[config.mk]
export PLATFORM = sky130hd
export DESIGN_NAME = instr_fetch
export DESIGN_NICKNAME = d
export VERILOG_FILES = /design/src/rtl/ark_pkg.sv /design/src/rtl/instr_fetch_pc_next.sv /design/src/rtl/instr_fetch.sv
export SDC_FILE = /design/constraint.sdc
export NUM_CORES = 1
export LEC_CHECK = 0
export ABC_AREA = 1
export CELL_PAD_IN_SITES_DETAIL_PLACEMENT = 0
export CELL_PAD_IN_SITES_GLOBAL_PLACEMENT = 1
export CORE_AREA = 8 8 85 117
export DETAILED_ROUTE_END_ITERATION = 8
export DIE_AREA = 0 0 93 125
export PLACE_DENSITY_LB_ADDON = 0.1
export SYNTH_ARGS = -nofsm -noshare
export SYNTH_HDL_FRONTEND = slang
export SYNTH_HIERARCHICAL = 1
export SYNTH_SLANG_ARGS = --single-unit
[constraint.sdc]
create_clock -name CLK -period 2.6 [get_ports CLK]
set_clock_uncertainty 0.2 [all_clocks]
set_input_delay 0.26 -clock CLK [delete_from_list [all_inputs] [get_ports CLK]]
set_output_delay 0.26 -clock CLK [all_outputs]
set_load 0.05 [all_outputs]
[src/rtl/ark_pkg.sv]
// Shared ARK definitions: fetch FSM states, datapath widths and the HALT opcode
// used by both fetch and decode.
package ark_pkg;
    localparam int PC_W    = 8;
    localparam int INSTR_W = 9;

    typedef logic [PC_W-1:0]    pc_t;
    typedef logic [INSTR_W-1:0] instr_t;

    typedef enum logic [1:0] {
        IDLE,
        RUN,
        HALTED
    } fetch_state_e;

    // Next-PC source chosen by the fetch FSM each cycle.
    typedef enum logic [2:0] {
        PC_HOLD,
        PC_SEQ,
        PC_ABS,
        PC_REL,
        PC_LOAD
    } pc_sel_e;

    localparam instr_t HALT_OP = 9'h1FF;
endpackage

[src/rtl/instr_fetch_pc_next.sv]
// Combinational next-PC selector: hold, sequential, absolute, relative and
// start-address load.
module pc_next #(
    parameter int PC_W       = ark_pkg::PC_W,
    parameter int START_ADDR = 0
) (
    input  logic [2:0]      sel,
    input  logic [PC_W-1:0] pc_q,
    input  logic [PC_W-1:0] instr_pc,
    input  logic [PC_W-1:0] target,
    output logic [PC_W-1:0] pc_d
);
    import ark_pkg::*;

    always_comb begin
        pc_d = pc_q;
        case (sel)
            PC_SEQ:  pc_d = pc_q + PC_W'(1);
            PC_ABS:  pc_d = target;
            // Same-width add is the sign-extended offset taken modulo 2^PC_W.
            PC_REL:  pc_d = instr_pc + target;
            PC_LOAD: pc_d = PC_W'(START_ADDR);
            default: pc_d = pc_q;
        endcase
    end
endmodule

[src/rtl/instr_fetch.sv]
// ARK fetch stage: owns the PC, registers ROM data for decode, sequences
// start/run/halt, handles branch redirects and counts retired instructions.
module instr_fetch #(
    parameter int PC_W       = ark_pkg::PC_W,
    parameter int INSTR_W    = ark_pkg::INSTR_W,
    parameter int START_ADDR = 0,
    parameter int CNT_W      = 16
) (
    input  logic               CLK,
    input  logic               Reset,
    input  logic               start,
    input  logic               stall,
    input  logic               branch_taken,
    input  logic               branch_rel,
    input  logic [PC_W-1:0]    branch_target,
    input  logic               halt_req,
    output logic [PC_W-1:0]    rom_addr,
    input  logic [INSTR_W-1:0] rom_data,
    output logic [INSTR_W-1:0] instr,
    output logic [PC_W-1:0]    instr_pc,
    output logic               instr_valid,
    output logic               halt,
    output logic [CNT_W-1:0]   retired_cnt
);
    import ark_pkg::*;

    fetch_state_e       state_q, state_d;
    pc_sel_e            pc_sel;
    logic [PC_W-1:0]    pc_q, pc_d;
    logic [INSTR_W-1:0] instr_q;
    logic [PC_W-1:0]    instr_pc_q;
    logic               valid_q, valid_d;
    logic               halt_q, halt_d;
    logic [CNT_W-1:0]   cnt_q;
    logic               load_instr, retire, clr_cnt;

    pc_next #(
        .PC_W       (PC_W),
        .START_ADDR (START_ADDR)
    ) u_pc_next (
        .sel      (pc_sel),
        .pc_q     (pc_q),
        .instr_pc (instr_pc_q),
        .target   (branch_target),
        .pc_d     (pc_d)
    );

    always_comb begin
        state_d    = state_q;
        pc_sel     = PC_HOLD;
        load_instr = 1'b0;
        valid_d    = valid_q;
        halt_d     = halt_q;
        retire     = 1'b0;
        clr_cnt    = 1'b0;
        if (start) begin
            state_d = RUN;
            pc_sel  = PC_LOAD;
            valid_d = 1'b0;
            halt_d  = 1'b0;
            clr_cnt = 1'b1;
        end else begin
            case (state_q)
                RUN: begin
                    if (halt_req && valid_q) begin
                        state_d = HALTED;
                        halt_d  = 1'b1;
                        valid_d = 1'b0;
                    end else if (!stall) begin
                        load_instr = 1'b1;
                        retire     = valid_q;
                        // A taken branch squashes the word fetched this cycle.
                        if (branch_taken && valid_q) begin
                            pc_sel  = branch_rel ? PC_REL : PC_ABS;
                            valid_d = 1'b0;
                        end else begin
                            pc_sel  = PC_SEQ;
                            valid_d = 1'b1;
                        end
                    end
                end
                default: ;
            endcase
        end
    end

    always_ff @(posedge CLK) begin
        if (Reset) begin
            state_q    <= IDLE;
            pc_q       <= PC_W'(START_ADDR);
            instr_q    <= '0;
            instr_pc_q <= '0;
            valid_q    <= 1'b0;
            halt_q     <= 1'b0;
            cnt_q      <= '0;
        end else begin
            state_q <= state_d;
            pc_q    <= pc_d;
            valid_q <= valid_d;
            halt_q  <= halt_d;
            if (load_instr) begin
                instr_q    <= rom_data;
                instr_pc_q <= pc_q;
            end
            if (clr_cnt)
                cnt_q <= '0;
            else if (retire && (cnt_q != '1))
                cnt_q <= cnt_q + CNT_W'(1);
        end
    end

    assign rom_addr    = pc_q;
    assign instr       = instr_q;
    assign instr_pc    = instr_pc_q;
    assign instr_valid = valid_q;
    assign halt        = halt_q;
    assign retired_cnt = cnt_q;
endmodule
[Yosys cells after proc, flatten, opt, wreduce, memory -nomap -nowiden]
Index checks and enable logic that the tools add are counted.
Cells by class
  multiply operators: 0
  $add $sub $neg: 3
  eq/ne operators: 7
  bitwise gates (word level): 0
  reductions and logical operators: 11
  magnitude comparators: 0
  mux-type cells: 22
  shifts and indexed selects: 0
  divide/modulo/power cells: 0
Operators with widths (count)
  8-bit case mux with 4 select lines: 1
  16-bit by 1-bit adder with 16-bit output (second input constant): 1
  1-bit 2-to-1 mux: 16
  16-bit inequality test (second input constant): 1
  8-bit by 1-bit adder with 8-bit output (second input constant): 1
  8-bit adder: 1
  2-bit 2-to-1 mux: 4
  3-bit by 2-bit == test with 1-bit output (second input constant): 2
  2-bit AND reduction: 3
  2-bit nonzero test: 2
  4-bit nonzero test: 1
  2-bit OR reduction: 2
  3-bit by 1-bit == test with 1-bit output (second input constant): 1
  3-bit == test (second input constant): 1
  1-bit logical AND: 3
  3-bit 2-to-1 mux: 1
  2-bit by 1-bit == test with 1-bit output (second input constant): 1
  2-bit by 1-bit inequality test with 1-bit output (second input constant): 1
Word-level totals
  memories: 0
  register bits after elaboration: 44
  input port bits: 24
  output and inout bits: 43
  bits in latches: 0
  RAM bits: 0
  logic and storage cells: 50
  memory bits (read-only): 0

[Longest topological paths before layout]
  depth after elaboration: 8
  depth in mapped cells: 14
  depth with buffers taken out: 14

[Cells and area by module]
The synthesis kept the hierarchy.
Modules (own cells, without submodules)
  instr_fetch: sequential area each 880.8 µm², times used 1, area each 1978.1 µm², cells each 291
  pc_next: sequential area each 0.0 µm², times used 1, area each 699.4 µm², cells each 132

[Least setup slack after synthesis]
OpenSTA, ideal clock, no wires.
  kind: register to register
  start: register valid_q, in the netlist instr_valid
  end: register pc_q[2], in the netlist rom_addr[2]
  setup time: 0.065 ns
  period minus slack after synthesis: 2.339 ns
  arrival: 2.074 ns
  setup slack: 0.261 ns
  buffers on the path: 2
  required time: 2.335 ns
  cell stages (with the launch flop): 12
  cell sequence: dfxtp_1 buf_4 a21oi_4 nand2_4 buf_2 a31oi_1 inv_2 nor3_4 nand3_1 nand3_1 inv_1 nor2_1
Between the ends
  word-level cells in the longest chain between the ends: 8
  elaborated cells on any way between the ends: 13
  classes of those cells: 4 x eq/ne; 6 x mux; 3 x reduce/logical
RTL lines
  start: declaration: RTL line instr_fetch.sv:32  | logic valid_q, valid_d;
  start signal: assignment: RTL line instr_fetch.sv:99  | valid_q <= valid_d;
  1-bit logical AND: RTL line instr_fetch.sv:73  | if (branch_taken && valid_q) begin
  2-bit 2-to-1 mux: RTL line instr_fetch.sv:73
  2-bit 2-to-1 mux: RTL line instr_fetch.sv:69  | end else if (!stall) begin
  2-bit 2-to-1 mux *: RTL line instr_fetch.sv:65  | if (halt_req && valid_q) begin
  2-bit 2-to-1 mux *: RTL line instr_fetch.sv:63  | case (state_q)
  3-bit 2-to-1 mux *: RTL line instr_fetch.sv:56  | if (start) begin
  via pc_sel[0]: RTL line instr_fetch.sv:28  | pc_sel_e pc_sel;
  3-bit == test (tied with other cells): RTL line instr_fetch_pc_next.sv:17  | case (sel)
  8-bit case mux with 4 select lines *: RTL line instr_fetch_pc_next.sv:17
  via pc_d[2]: RTL line instr_fetch.sv:29  | logic [PC_W-1:0] pc_q, pc_d;
  end signal: assignment: RTL line instr_fetch.sv:90  | pc_q <= PC_W'(START_ADDR);
  end signal: assignment: RTL line instr_fetch.sv:98  | pc_q <= pc_d;
  end: declaration: RTL line instr_fetch.sv:29
The timed path passes the listed nets; every way through them passes the cells marked *.
A chain may end at the register's enable or synchronous reset.

[Worst setup path after layout]
  start: input halt_req
  end: register pc_q[2], in the netlist rom_addr[2]
Between the ends
  word-level cells in the longest chain between the ends: 6
  elaborated cells on any way between the ends: 10
  classes of those cells: 4 x eq/ne; 4 x mux; 2 x reduce/logical
RTL lines
  start: declaration: RTL line instr_fetch.sv:16  | input logic halt_req,
  1-bit logical AND *: RTL line instr_fetch.sv:65
  2-bit 2-to-1 mux *: RTL line instr_fetch.sv:65
  2-bit 2-to-1 mux *: RTL line instr_fetch.sv:63
  3-bit 2-to-1 mux *: RTL line instr_fetch.sv:56
  via pc_sel[0]: RTL line instr_fetch.sv:28
  3-bit == test (tied with other cells): RTL line instr_fetch_pc_next.sv:17
  8-bit case mux with 4 select lines *: RTL line instr_fetch_pc_next.sv:17
  via pc_d[2]: RTL line instr_fetch.sv:29
Marked as above.

==> results.json <==
{
  "wl_per_cell_um": 13.2,
  "critPathTopFamily": "simple AND/OR/NAND/NOR gates",
  "dieArea_um2": 11600,
  "powerDensity_nw_per_um2": 400,
  "crit_chain": "clkdlybuf4s50_1, a21oi_4, nand2_4, a31oi_1, inv_2, nor3_4, nand3_1, nand3_1, inv_1, nor2_1",
  "hold_viol": 0,
  "grtUsageMet3": 0.0287,
  "synth-simple-area-share": 0.408,
  "worst_pin_slew_ns": 0.528,
  "drcViolationCount": 0,
  "cts_tree": "done",
  "path_clk_slew_ns": 0.06,
  "antenna_left": 0,
  "cp-end-kind": "register",
  "yosysWarnings": 6,
  "core_um2": 8310,
  "ys_ff_latch": 44,
  "h-tree-depth": 2,
  "grt_pass1_wl_um": 13000,
  "fillers": 937,
  "cts_resized": 0,
  "crit_top_cell": "nand3_1",
  "start_util": 0.322,
  "synth_compound_area_frac": 0.107,
  "critPathLaunchType": "input port",
  "boundaryPins": 67,
  "yosys.area_share.adder": 0.0495,
  "clock_sinks": 44,
  "ys_types": 36,
  "slew_headroom": 0.647,
  "crit_required_ns": 2.63,
  "grt_pass1_vias": 2729,
  "grt_usage": 0.139,
  "met1_usage": 0.142,
  "seq_area_frac_synth": 0.329,
  "finalSetupViolCount": 0,
  "place.gp.congestion": 0.850,
  "synth_top_family_by_area": "simple AND/OR/NAND/NOR gates",
  "die_x_um": 93,
  "synthXorXnorAreaFrac": 0.00981,
  "cts_setup_buffers": 0,
  "syn_avg_cell_area_um2": 6.33,
  "min_period_over_period": 0.847,
  "antenna_found_initial": 0,
  "crit_buf_inv": 3,
  "wl_um": 7910,
  "setup-tns-final_ns": 0,
  "synth_cells": 423,
  "clock_path_buffers": 2,
  "peakVddDrop_mv": 0.236,
  "io_buffers": 66,
  "grt_max_degree": 27,
  "p_leak_nw": 1.44,
  "clockRootBuffer": "clkbuf_16",
  "vias": 2787,
  "rsz0062_at_grt": "false",
  "met2_usage": 0.261,
  "synth_mux_area_frac": 0,
  "cts_inserted_buffers": 5,
  "critPathMaxStageDelay_ns": 0.49,
  "overflow": 0,
  "n_antenna_cell": 0,
  "maxSlewViolCount": 0,
  "dieHeight_um": 125,
  "clk_latency_ns": 0.29,
  "path_class": "input port to register",
  "cts_hold_buf": 0,
  "regArea_um2": 881,
  "drive_gt1_frac": 0.0769,
  "cap_violations": 0,
  "worstPathArrival_ns": 2.23,
  "first_pass_iters": 4,
  "hp-class": "register to register",
  "rows": 40,
  "synth_area_um2": 2680,
  "grt_most_used_layer": "met2",
  "max_freq_ghz": 0.454,
  "cp_slowest_cell": "clkdlybuf4s50_1",
  "period_minus_slack_ns": 2.20,
  "drtIter0Drc": 92,
  "total_power_mw": 1.44,
  "outcome": "finished clean",
  "final_nets": 528,
  "critPathMaxFanout": 8,
  "vias_per_cell": 4.65,
  "hpwl_um": 6140,
  "multi_input_area_um2": 1540,
  "area_delta_synth_final_pct": 34.3,
  "syn-num-nets": 457
}
-- report_power, final --
part / switching [mW] / total [mW] / internal [mW]
Sequential: 0.00442 / 0.684 / 0.680
Clock: 0.262 / 0.611 / 0.350
Combinational: 0.0807 / 0.142 / 0.0613
Total: 0.347 / 1.44 / 1.09
-- sequential cells by signal, summed over array words and instances, names as in the netlist --
name / cells
halt: 1
instr: 9
instr_pc: 8
instr_valid: 1
retired_cnt: 16
rom_addr: 8
state_q: 1
-- layer usage --
| metal | routed length (µm) | up-vias |
|---|---|---|
| li1 | - | 1469 |
| met3 | 276 | 8 |
| met2 | 4360 | 39 |
| met5 | 0 | - |
| met4 | 153 | 0 |
| met1 | 3120 | 1271 |
-- Yosys cell counts --
master / instances / area, µm²
nand3_4: 1 / 17.5
a21oi_1: 36 / 180
inv_2: 9 / 33.8
nor3_1: 2 / 10.0
inv_1: 45 / 169
nand3b_1: 3 / 22.5
buf_6: 2 / 22.5
fa_1: 1 / 20.0
nand4_1: 3 / 18.8
nor2_4: 2 / 22.5
o21ai_1: 1 / 5.00
ha_1: 9 / 113
a21boi_2: 1 / 11.3
o21bai_1: 2 / 15.0
buf_4: 1 / 7.51
nor2_1: 62 / 233
dfxtp_1: 44 / 881
xor2_1: 3 / 26.3
nand3_2: 3 / 30.0
a21o_1: 1 / 7.51
o21ai_0: 7 / 35.0
or2_1: 1 / 6.26
nand3_1: 30 / 150
a21oi_4: 1 / 16.3
or2_2: 1 / 6.26
a31oi_1: 1 / 6.26
nor2_2: 1 / 6.26
nand2_4: 1 / 11.3
nor3_2: 1 / 10.0
nand2_2: 3 / 18.8
nor3_4: 1 / 16.3
buf_2: 2 / 10.0
nand2_1: 137 / 514
clkbuf_1: 3 / 11.3
clkinv_2: 1 / 5.00
o2111ai_1: 1 / 8.76
-- placed cells by master, fill, tap and decap left out, types with 2 or more instances in the layout --
cell             instances
inv_1                   45
nor2_1                  62
o21bai_1                 2
nand4_1                  3
nor3_1                   2
clkbuf_16                5
clkinv_2                 2
a21oi_1                 36
nand3b_1                 3
nand3_1                 30
nor2_4                   2
clkdlybuf4s50_1         66
buf_4                    6
o21ai_0                  7
nand2_1                137
inv_2                    9
nand3_2                  3
ha_1                     9
nand2_2                  3
xor2_1                   3
dfxtp_1                 44
-- tightest hold or removal path, cell delays in order, from the launching register on --
cell and delay (ns):
dfxtp_1 0.31, nand2_1 0.06, a21oi_1 0.05
-- logic make-up (layout without fill, tap and decap cells) --
family	after synthesis	in the layout
compound gates	51	51
xor+xnor	3	3
fa+ha+maj	10	10
buf+inv	63	134
flops	44	44
simple gates	252	252
-- through the flow --
step	hold slack [ns]	cells	instance area (µm²)	worst slack, ns	utilization
4_1_cts	0.266	599	3600	0.342	0.433
6_report	0.264	599	3600	0.397	0.433
3_3_place_gp	0.253	592	3460	0.158	0.417
5_1_grt	0.289	599	3600	0.220	0.433
2_1_floorplan	0.194	423	2680	0.261	-
3_5_place_dp	0.258	592	3460	0.0801	0.417
-- layout make-up --
type	instances	share of cell area
multi-input combinational	316	0.427
sequential	44	0.245
timing repair buffer	72	0.196
inverter	55	0.0577
tap	105	0.0365
clock buffer	6	0.0358
clock inverter	1	0.00139
-- path summary, 6_finish.rpt --
path | start | end | slack, ns | depth (start not counted)
min | instr[6] | instr[6] | 0.26 | 2
min reg2reg | instr[6] | instr[6] | 0.26 | 2
max reg2reg | halt | rom_addr[2] | 0.43 | 11
max | halt_req | rom_addr[2] | 0.40 | 10
No activity file was read; power rests on OpenSTA's default activity.
